$ cat config.mk
export PLATFORM = sky130hd
export DESIGN_NAME = nand2_exerciser
export DESIGN_NICKNAME = d
export VERILOG_FILES = /design/src/rtl/nand2_exerciser.sv
export SDC_FILE = /design/constraint.sdc
export NUM_CORES = 1
export LEC_CHECK = 0
export BUFFER_PORTS_ARGS = -buffer_cell sky130_fd_sc_hd__buf_4
export CAP_MARGIN = 20
export CORE_MARGIN = 4
export CORE_UTILIZATION = 51
export CTS_CLUSTER_SIZE = 24
export DETAILED_ROUTE_END_ITERATION = 8
export PLACE_DENSITY = 0.69
export REMOVE_ABC_BUFFERS = 1
export SLEW_MARGIN = 20
export SYNTH_ARGS = -nofsm -noshare
export SYNTH_HDL_FRONTEND = slang
export SYNTH_SLANG_ARGS = --single-unit
$ cat constraint.sdc
create_clock -name clk -period 3.8 [get_ports clk]
set_input_delay 0.76 -clock clk [delete_from_list [all_inputs] [get_ports clk]]
set_output_delay 0.76 -clock clk [all_outputs]
set_load 0.005 [all_outputs]
$ cat src/rtl/nand2_exerciser.sv
// Stimulus/checker for a two-input NAND cell: walks {a,b} through 00..11 for
// ROUNDS passes, samples c after SETTLE cycles per vector and tallies mismatches.
module nand2_exerciser #(
    parameter int unsigned SETTLE = 2,
    parameter int unsigned ROUNDS = 1
) (
    input  logic       clk,
    input  logic       rst_n,
    input  logic       start,
    input  logic       c_in,
    output logic       a_out,
    output logic       b_out,
    output logic       busy,
    output logic       done,
    output logic       pass,
    output logic [7:0] err_count,
    output logic [3:0] fail_vec
);

    localparam int unsigned CNT_W  = 8;
    localparam int unsigned RND_W  = 16;
    localparam int unsigned ERR_W  = 8;
    localparam int unsigned VEC_W  = 2;
    localparam int unsigned FAIL_W = 4;

    localparam logic [CNT_W-1:0] SETTLE_LAST = CNT_W'(SETTLE - 1);
    localparam logic [RND_W-1:0] ROUND_LAST  = RND_W'(ROUNDS - 1);
    localparam logic [ERR_W-1:0] ERR_MAX     = '1;

    typedef enum logic [1:0] {
        IDLE   = 2'd0,
        DRIVE  = 2'd1,
        SAMPLE = 2'd2
    } state_t;

    state_t              state, state_n;
    logic [VEC_W-1:0]    vec, vec_n;
    logic [CNT_W-1:0]    settle_cnt, settle_cnt_n;
    logic [RND_W-1:0]    round_cnt, round_cnt_n;
    logic                a_n, b_n, busy_n, done_n, pass_n;
    logic [ERR_W-1:0]    err_n;
    logic [FAIL_W-1:0]   fail_n;
    logic                mismatch_c;

    assign mismatch_c = (c_in != ~(vec[1] & vec[0]));

    // State and all output registers
    always_ff @(posedge clk) begin
        if (!rst_n) begin
            state      <= IDLE;
            vec        <= '0;
            settle_cnt <= '0;
            round_cnt  <= '0;
            a_out      <= 1'b0;
            b_out      <= 1'b0;
            busy       <= 1'b0;
            done       <= 1'b0;
            pass       <= 1'b0;
            err_count  <= '0;
            fail_vec   <= '0;
        end else begin
            state      <= state_n;
            vec        <= vec_n;
            settle_cnt <= settle_cnt_n;
            round_cnt  <= round_cnt_n;
            a_out      <= a_n;
            b_out      <= b_n;
            busy       <= busy_n;
            done       <= done_n;
            pass       <= pass_n;
            err_count  <= err_n;
            fail_vec   <= fail_n;
        end
    end

    // Next-state and next-output logic
    always_comb begin
        state_n      = state;
        vec_n        = vec;
        settle_cnt_n = settle_cnt;
        round_cnt_n  = round_cnt;
        a_n          = a_out;
        b_n          = b_out;
        busy_n       = busy;
        done_n       = done;
        pass_n       = pass;
        err_n        = err_count;
        fail_n       = fail_vec;

        case (state)
            IDLE: begin
                a_n = 1'b0;
                b_n = 1'b0;
                if (start) begin
                    state_n      = DRIVE;
                    vec_n        = '0;
                    settle_cnt_n = '0;
                    round_cnt_n  = '0;
                    busy_n       = 1'b1;
                    done_n       = 1'b0;
                    pass_n       = 1'b0;
                    err_n        = '0;
                    fail_n       = '0;
                end
            end

            DRIVE: begin
                settle_cnt_n = settle_cnt + CNT_W'(1);
                if (settle_cnt == SETTLE_LAST) begin
                    state_n = SAMPLE;
                end
            end

            SAMPLE: begin
                if (mismatch_c) begin
                    err_n  = (err_count == ERR_MAX) ? err_count : err_count + ERR_W'(1);
                    fail_n = fail_vec | FAIL_W'(FAIL_W'(1) << vec);
                end
                // Final pass must reflect the comparison made on this edge
                if (vec == VEC_W'(3) && round_cnt == ROUND_LAST) begin
                    state_n = IDLE;
                    busy_n  = 1'b0;
                    done_n  = 1'b1;
                    pass_n  = (err_n == '0);
                    a_n     = 1'b0;
                    b_n     = 1'b0;
                end else begin
                    state_n      = DRIVE;
                    vec_n        = vec + VEC_W'(1);
                    settle_cnt_n = '0;
                    if (vec == VEC_W'(3)) begin
                        round_cnt_n = round_cnt + RND_W'(1);
                    end
                    a_n = vec_n[1];
                    b_n = vec_n[0];
                end
            end

            default: begin
                state_n = IDLE;
            end
        endcase
    end

endmodule
# After elaboration in Yosys (flattened, before gate mapping)
# Index checks and enable logic that the tools add are counted.
[op_classes]
n_shift = 1
n_reduce_logical = 13
add_sub_neg = 4
mux = 33
bitwise_logic = 3
eq_ne = 12
[ops]
columns = ["operator", "count"]
rows = [
  ["$mux W16", 3],
  ["$mux W8", 5],
  ["$pmux W16 S2", 1],
  ["$pmux W8 S3", 1],
  ["$add A16 B1 Y16 const B", 1],
  ["$add A8 B1 Y8 const B", 2],
  ["$logic_not A16 Y1", 1],
  ["$pmux W8 S2", 1],
  ["$ne A2 B2 Y1 const B", 6],
  ["$reduce_and A3 Y1", 4],
  ["$pmux W1 S2", 5],
  ["$eq A8 B1 Y1 const B", 1],
  ["$eq A8 B8 Y1 const B", 1],
  ["$logic_not A8 Y1", 1],
  ["$mux W1", 8],
  ["$mux W2", 4],
  ["$mux W4", 2],
  ["$pmux W4 S2", 1],
  ["$pmux W2 S3", 1],
  ["$eq A2 B2 Y1 const B", 2],
  ["$or A4 B4 Y4", 1],
  ["$pmux W2 S2", 1],
  ["$reduce_and A2 Y1", 2],
  ["$reduce_and A4 Y1", 1],
  ["other kinds (10)", 10],
]
[word_totals]
ff_bits = 45
out_inout_bits = 17

# Longest topological paths before layout
[logic_depth]
depth_word = 8
ltp_mapped = 8
depth_no_buf = 7

# Least setup slack after synthesis
# Ideal clock, no wire load.
[synth_path]
kind = "input to register"
start = "in c_in"
end = "reg pass"
n_path_buf = 0
cell_stages = 5
path_slack_ns = 1.687
arrival_time_ns = 2.054
setup_ns = 0.059
cell_sequence = "xor2_2 a21o_2 or3b_2 a2111oi_4 a31o_1"
[synth_via]
elab_chain_len = 6
[synth_rtl]
columns = ["element", "line_no", "source"]
rows = [
  ["start, declared", "10", "input logic c_in,"],
  ["$ne A1 B1 Y1", "45", "assign mismatch_c = (c_in != ~(vec[1] & vec[0]));"],
  ["$mux W8", "115", "if (mismatch_c) begin"],
  ["$mux W8", "90", "case (state)"],
  ["$logic_not A8 Y1", "124", "pass_n = (err_n == '0);"],
  ["$mux W1", "120", "if (vec == VEC_W'(3) && round_cnt == ROUND_LAST) begin"],
  ["$pmux W1 S2", "90", ""],
  ["end signal, assigned", "70", "pass <= pass_n;"],
  ["end, declared", "15", "output logic pass,"],
]
# No other way between the ends. The select of a mux whose other input is x is not followed.
# A chain may end at the register's enable or synchronous reset.

# Worst setup path after layout
[layout_path]
start = "reg vec[1]"
end = "reg round_cnt[11]"
[layout_via]
elab_chain_len = 4
elab_cells_between_ends = 5
[layout_rtl]
columns = ["element", "line_no", "source"]
rows = [
  ["start, declared", "37", "logic [VEC_W-1:0] vec, vec_n;"],
  ["start signal, assigned", "63", "vec <= vec_n;"],
  ["$eq A2 B2 Y1 (*)", "120, 131", ""],
  ["$logic_and A1 B1 Y1", "120", ""],
  ["$ne A2 B2 Y1 (no line)", "n/a", ""],
  ["$reduce_and A4 Y1 (no line) (*)", "n/a", ""],
  ["end signal, assigned", "65", "round_cnt <= round_cnt_n;"],
  ["end, declared", "39", "logic [RND_W-1:0] round_cnt, round_cnt_n;"],
]
# Every way passes the cells marked *; elsewhere a longest branch is shown, timed or not.

==> results.tsv <==
stage	metric	value	unit
cts	H-tree depth	2	
placement	DP HPWL	3660	um
setup_path	internal reg-to-reg setup slack	1.39	ns
finish	most frequent cells in the layout	45 x dfxtp_1, 32 x nor2_1, 25 x nand2_1	
route	via count	2028	
placement	post-place instance area	2610	um^2
synthesis	Main synth FF type	dfxtp_1	
power	PwrDens	338	nW/um^2
min_path	hold crit path type	reg2reg	
sta	Final Cycle Share	63.4	%
synthesis	Synth Area per Inst	8.74	um^2
grt	met2 usage	27.6	%
finish	number of diodes	0	
finish	utilization after layout	60.6	%
power	Design Power	924	uW
synthesis	largest area contributor in the netlist	dfxtp_1	
route	DRC Markers	0	
synthesis	top post-synthesis cells by area	dfxtp_1 37%, nor2_1 4.9%, ha_1 4.6%	
finish	fin nets	309	
setup_path	critical path class	reg2reg	
setup_path	worst path required time	4.03	ns
grt	GR Util met3	3.86	%
synthesis	Seq/Total Area, Yosys	36.8	%
cts	CTS Buffer Depth	2	
grt	largest net degree at the start of global routing	23	
route	drt first pass iters	4	
grt	most crowded layer after global routing	met2	
synthesis	Yosys cell types	60	
floorplanning	Die Wd	77.3	um
setup_path	worst path arrival time	2.64	ns
sta	Max-slew headroom	37.9	%
synthesis	Post-synth EDFFs	0	
sta	RSZ-0062 raised after global routing	no	
floorplanning	Vert. Die Dim	77.3	um
grt	total track usage	18.3	%
finish	layout cells sized above 1	16.8	%
power	Peak VDD IR	0.158	mV
grt	met1 Usage GRT	26.3	%
power	Lkg Pwr	0.000983	uW
route	vias per cell	5.81	
grt	initial antenna violation count	0	
placement	RD Place Congestion	0.782	
sta	top achievable clock speed	415	MHz
route	routed length per instance	14.8	um
sta	clock skew	0.00779	ns
cts	clk_lat worst skew	0.30	ns
setup_path	CP Launch Type	flip-flop	
cts	Post-CTS Resized	0	
min_path	hold path startpoint	b_out	
route	remaining antenna violation count	0	
cts	clk slew on worst S/H paths	0.09	ns
setup_path	Crit Path Max Fanout	14	
floorplanning	row count	24	
route	Total Wirelength	5150	um
synthesis	flops & latches, synth	45	
synthesis	Mapped Cells	280	
outcome	status	completed	
run	Max-cap violations	0	
finish	layout overhead on the synthesized area	11.5	%
grt	grt ovf	0	
floorplanning	IO Pins	21	
setup_path	crit path from	vec[1]	
setup_path	worst r2r src	vec[1]	
route	Detailed Route Iter0 Violations	156	
cts	CTS Buf Count	5	
sta	max-slew violations	0	
sta	Period minus WS final	2.41	ns
synthesis	Post-Synthesis Cell Area	2450	um^2
sta	final hold viol count	0	
grt	vias in the first global route	1931	
floorplanning	initial cell density of the core	54.4	%
floorplanning	Die Area	5970	um^2
sta	setup_tns	0	ns
placement	Port Buf Inserts	20	
floorplanning	core box area	4500	um^2
finish	post-route design area	2730	um^2
synthesis	share of the synthesized area in the top cell type	36.8	%
finish	commonest non-fill, non-tap cell in the layout	dfxtp_1	
grt	global-route wire length before repair	9010	um
synthesis	Async S/R FF share, synth	0	%
cts	CTS tree	done	
cts	CTS root buffer	clkbuf_8	
sta	Setup Viol. Count Final	0	
cts	Post CTS Setup Buffer Count	0	
setup_path	Setup crit end kind	flip-flop	
sta	slew of the pin with the lowest slew margin	0.922	ns
cts	cts hold-fix bufs	0	
cts	clock sink count	45	
synthesis	Synth Warn #	0	
[per-stage QoR]
| step | setup slack [ns] | std cells | hold slack (ns) |
|---|---|---|---|
| 6_report | 1.39 | 349 | 0.479 |
| 5_1_grt | 1.06 | 349 | 0.502 |
| 4_1_cts | 1.39 | 349 | 0.481 |
| 3_5_place_dp | 1.28 | 341 | 0.464 |
| 3_3_place_gp | 1.35 | 341 | 0.456 |
| 2_1_floorplan | 1.65 | 268 | 0.460 |
[worst max-delay path, cell delays in order, from the launching register on]
cell and delay [ns]:
dfxtp_1 0.39, ha_1 0.35, nor4b_4 0.29, nand4_2 0.21
o211ai_1 0.73, o21ai_0 0.21, a21oi_1 0.16
[worst paths after layout]
kind	end	cells after the start
worst max-delay path	round_cnt[11]	6
worst min register to register	b_out	2
worst max register to register	round_cnt[11]	6
worst min-delay path	b_out	2
[logic make-up (layout without fill, tap and decap cells)]
kind of cell / Yosys count / after routing / share of synthesized area [%]
buffers and inverters: 19 / 36 / 3.58
AO/OA/AOI/OAI: 63 / 63 / 18.0
XOR/XNOR: 16 / 16 / 6.03
AND/OR/NAND/NOR: 124 / 124 / 29.2
multiplexers: 4 / 4 / 1.74
flip-flops: 45 / 45 / 36.8
adder cells (fa/ha/maj): 9 / 9 / 4.60
[synthesized netlist by cell type (3+ instances only)]
library cell,number
xnor2_1,3
nand2_1,25
or3_1,6
a22oi_1,4
a21boi_0,7
nor2b_1,6
ha_1,9
o21ai_0,12
nand2b_1,3
clkbuf_1,9
o211ai_1,5
xor2_1,12
nand4_1,3
and4_1,3
nor2_1,32
a211oi_1,3
a21oi_1,14
dfxtp_1,45
inv_1,7
nand3_1,13
nor3_1,4
and3_1,5
or4_1,3
[metal layers]
metal | wire [um] | vias to the layer above
met5 | 0 | -
met4 | 27 | 0
met3 | 182 | 2
met2 | 2330 | 37
met1 | 2610 | 949
li1 | - | 1040
[power breakdown]
part	internal, uW	switching (uW)
registers	476	8.64
clock network	214	169
logic	21.4	35.5
[final cells by class]
| class | count | area [um^2] |
|---|---|---|
| Clock buffer | 6 | 82.6 |
| Fill cell | 425 | 1770 |
| Inverter | 7 | 26.3 |
| Tap cell | 52 | 65.1 |
| Multi-Input combinational cell | 216 | 1460 |
| Timing Repair Buffer | 21 | 158 |
| Sequential cell | 45 | 901 |
| Clock inverter | 2 | 37.5 |
[flip-flops by register name, indices dropped and copies added, names as in the netlist]
name,cells
done,1
a_out,1
settle_cnt,8
b_out,1
state,2
round_cnt,16
busy,1
pass,1
fail_vec,4
err_count,8
vec,2
Note: power is estimated with default switching activity, not from simulation.
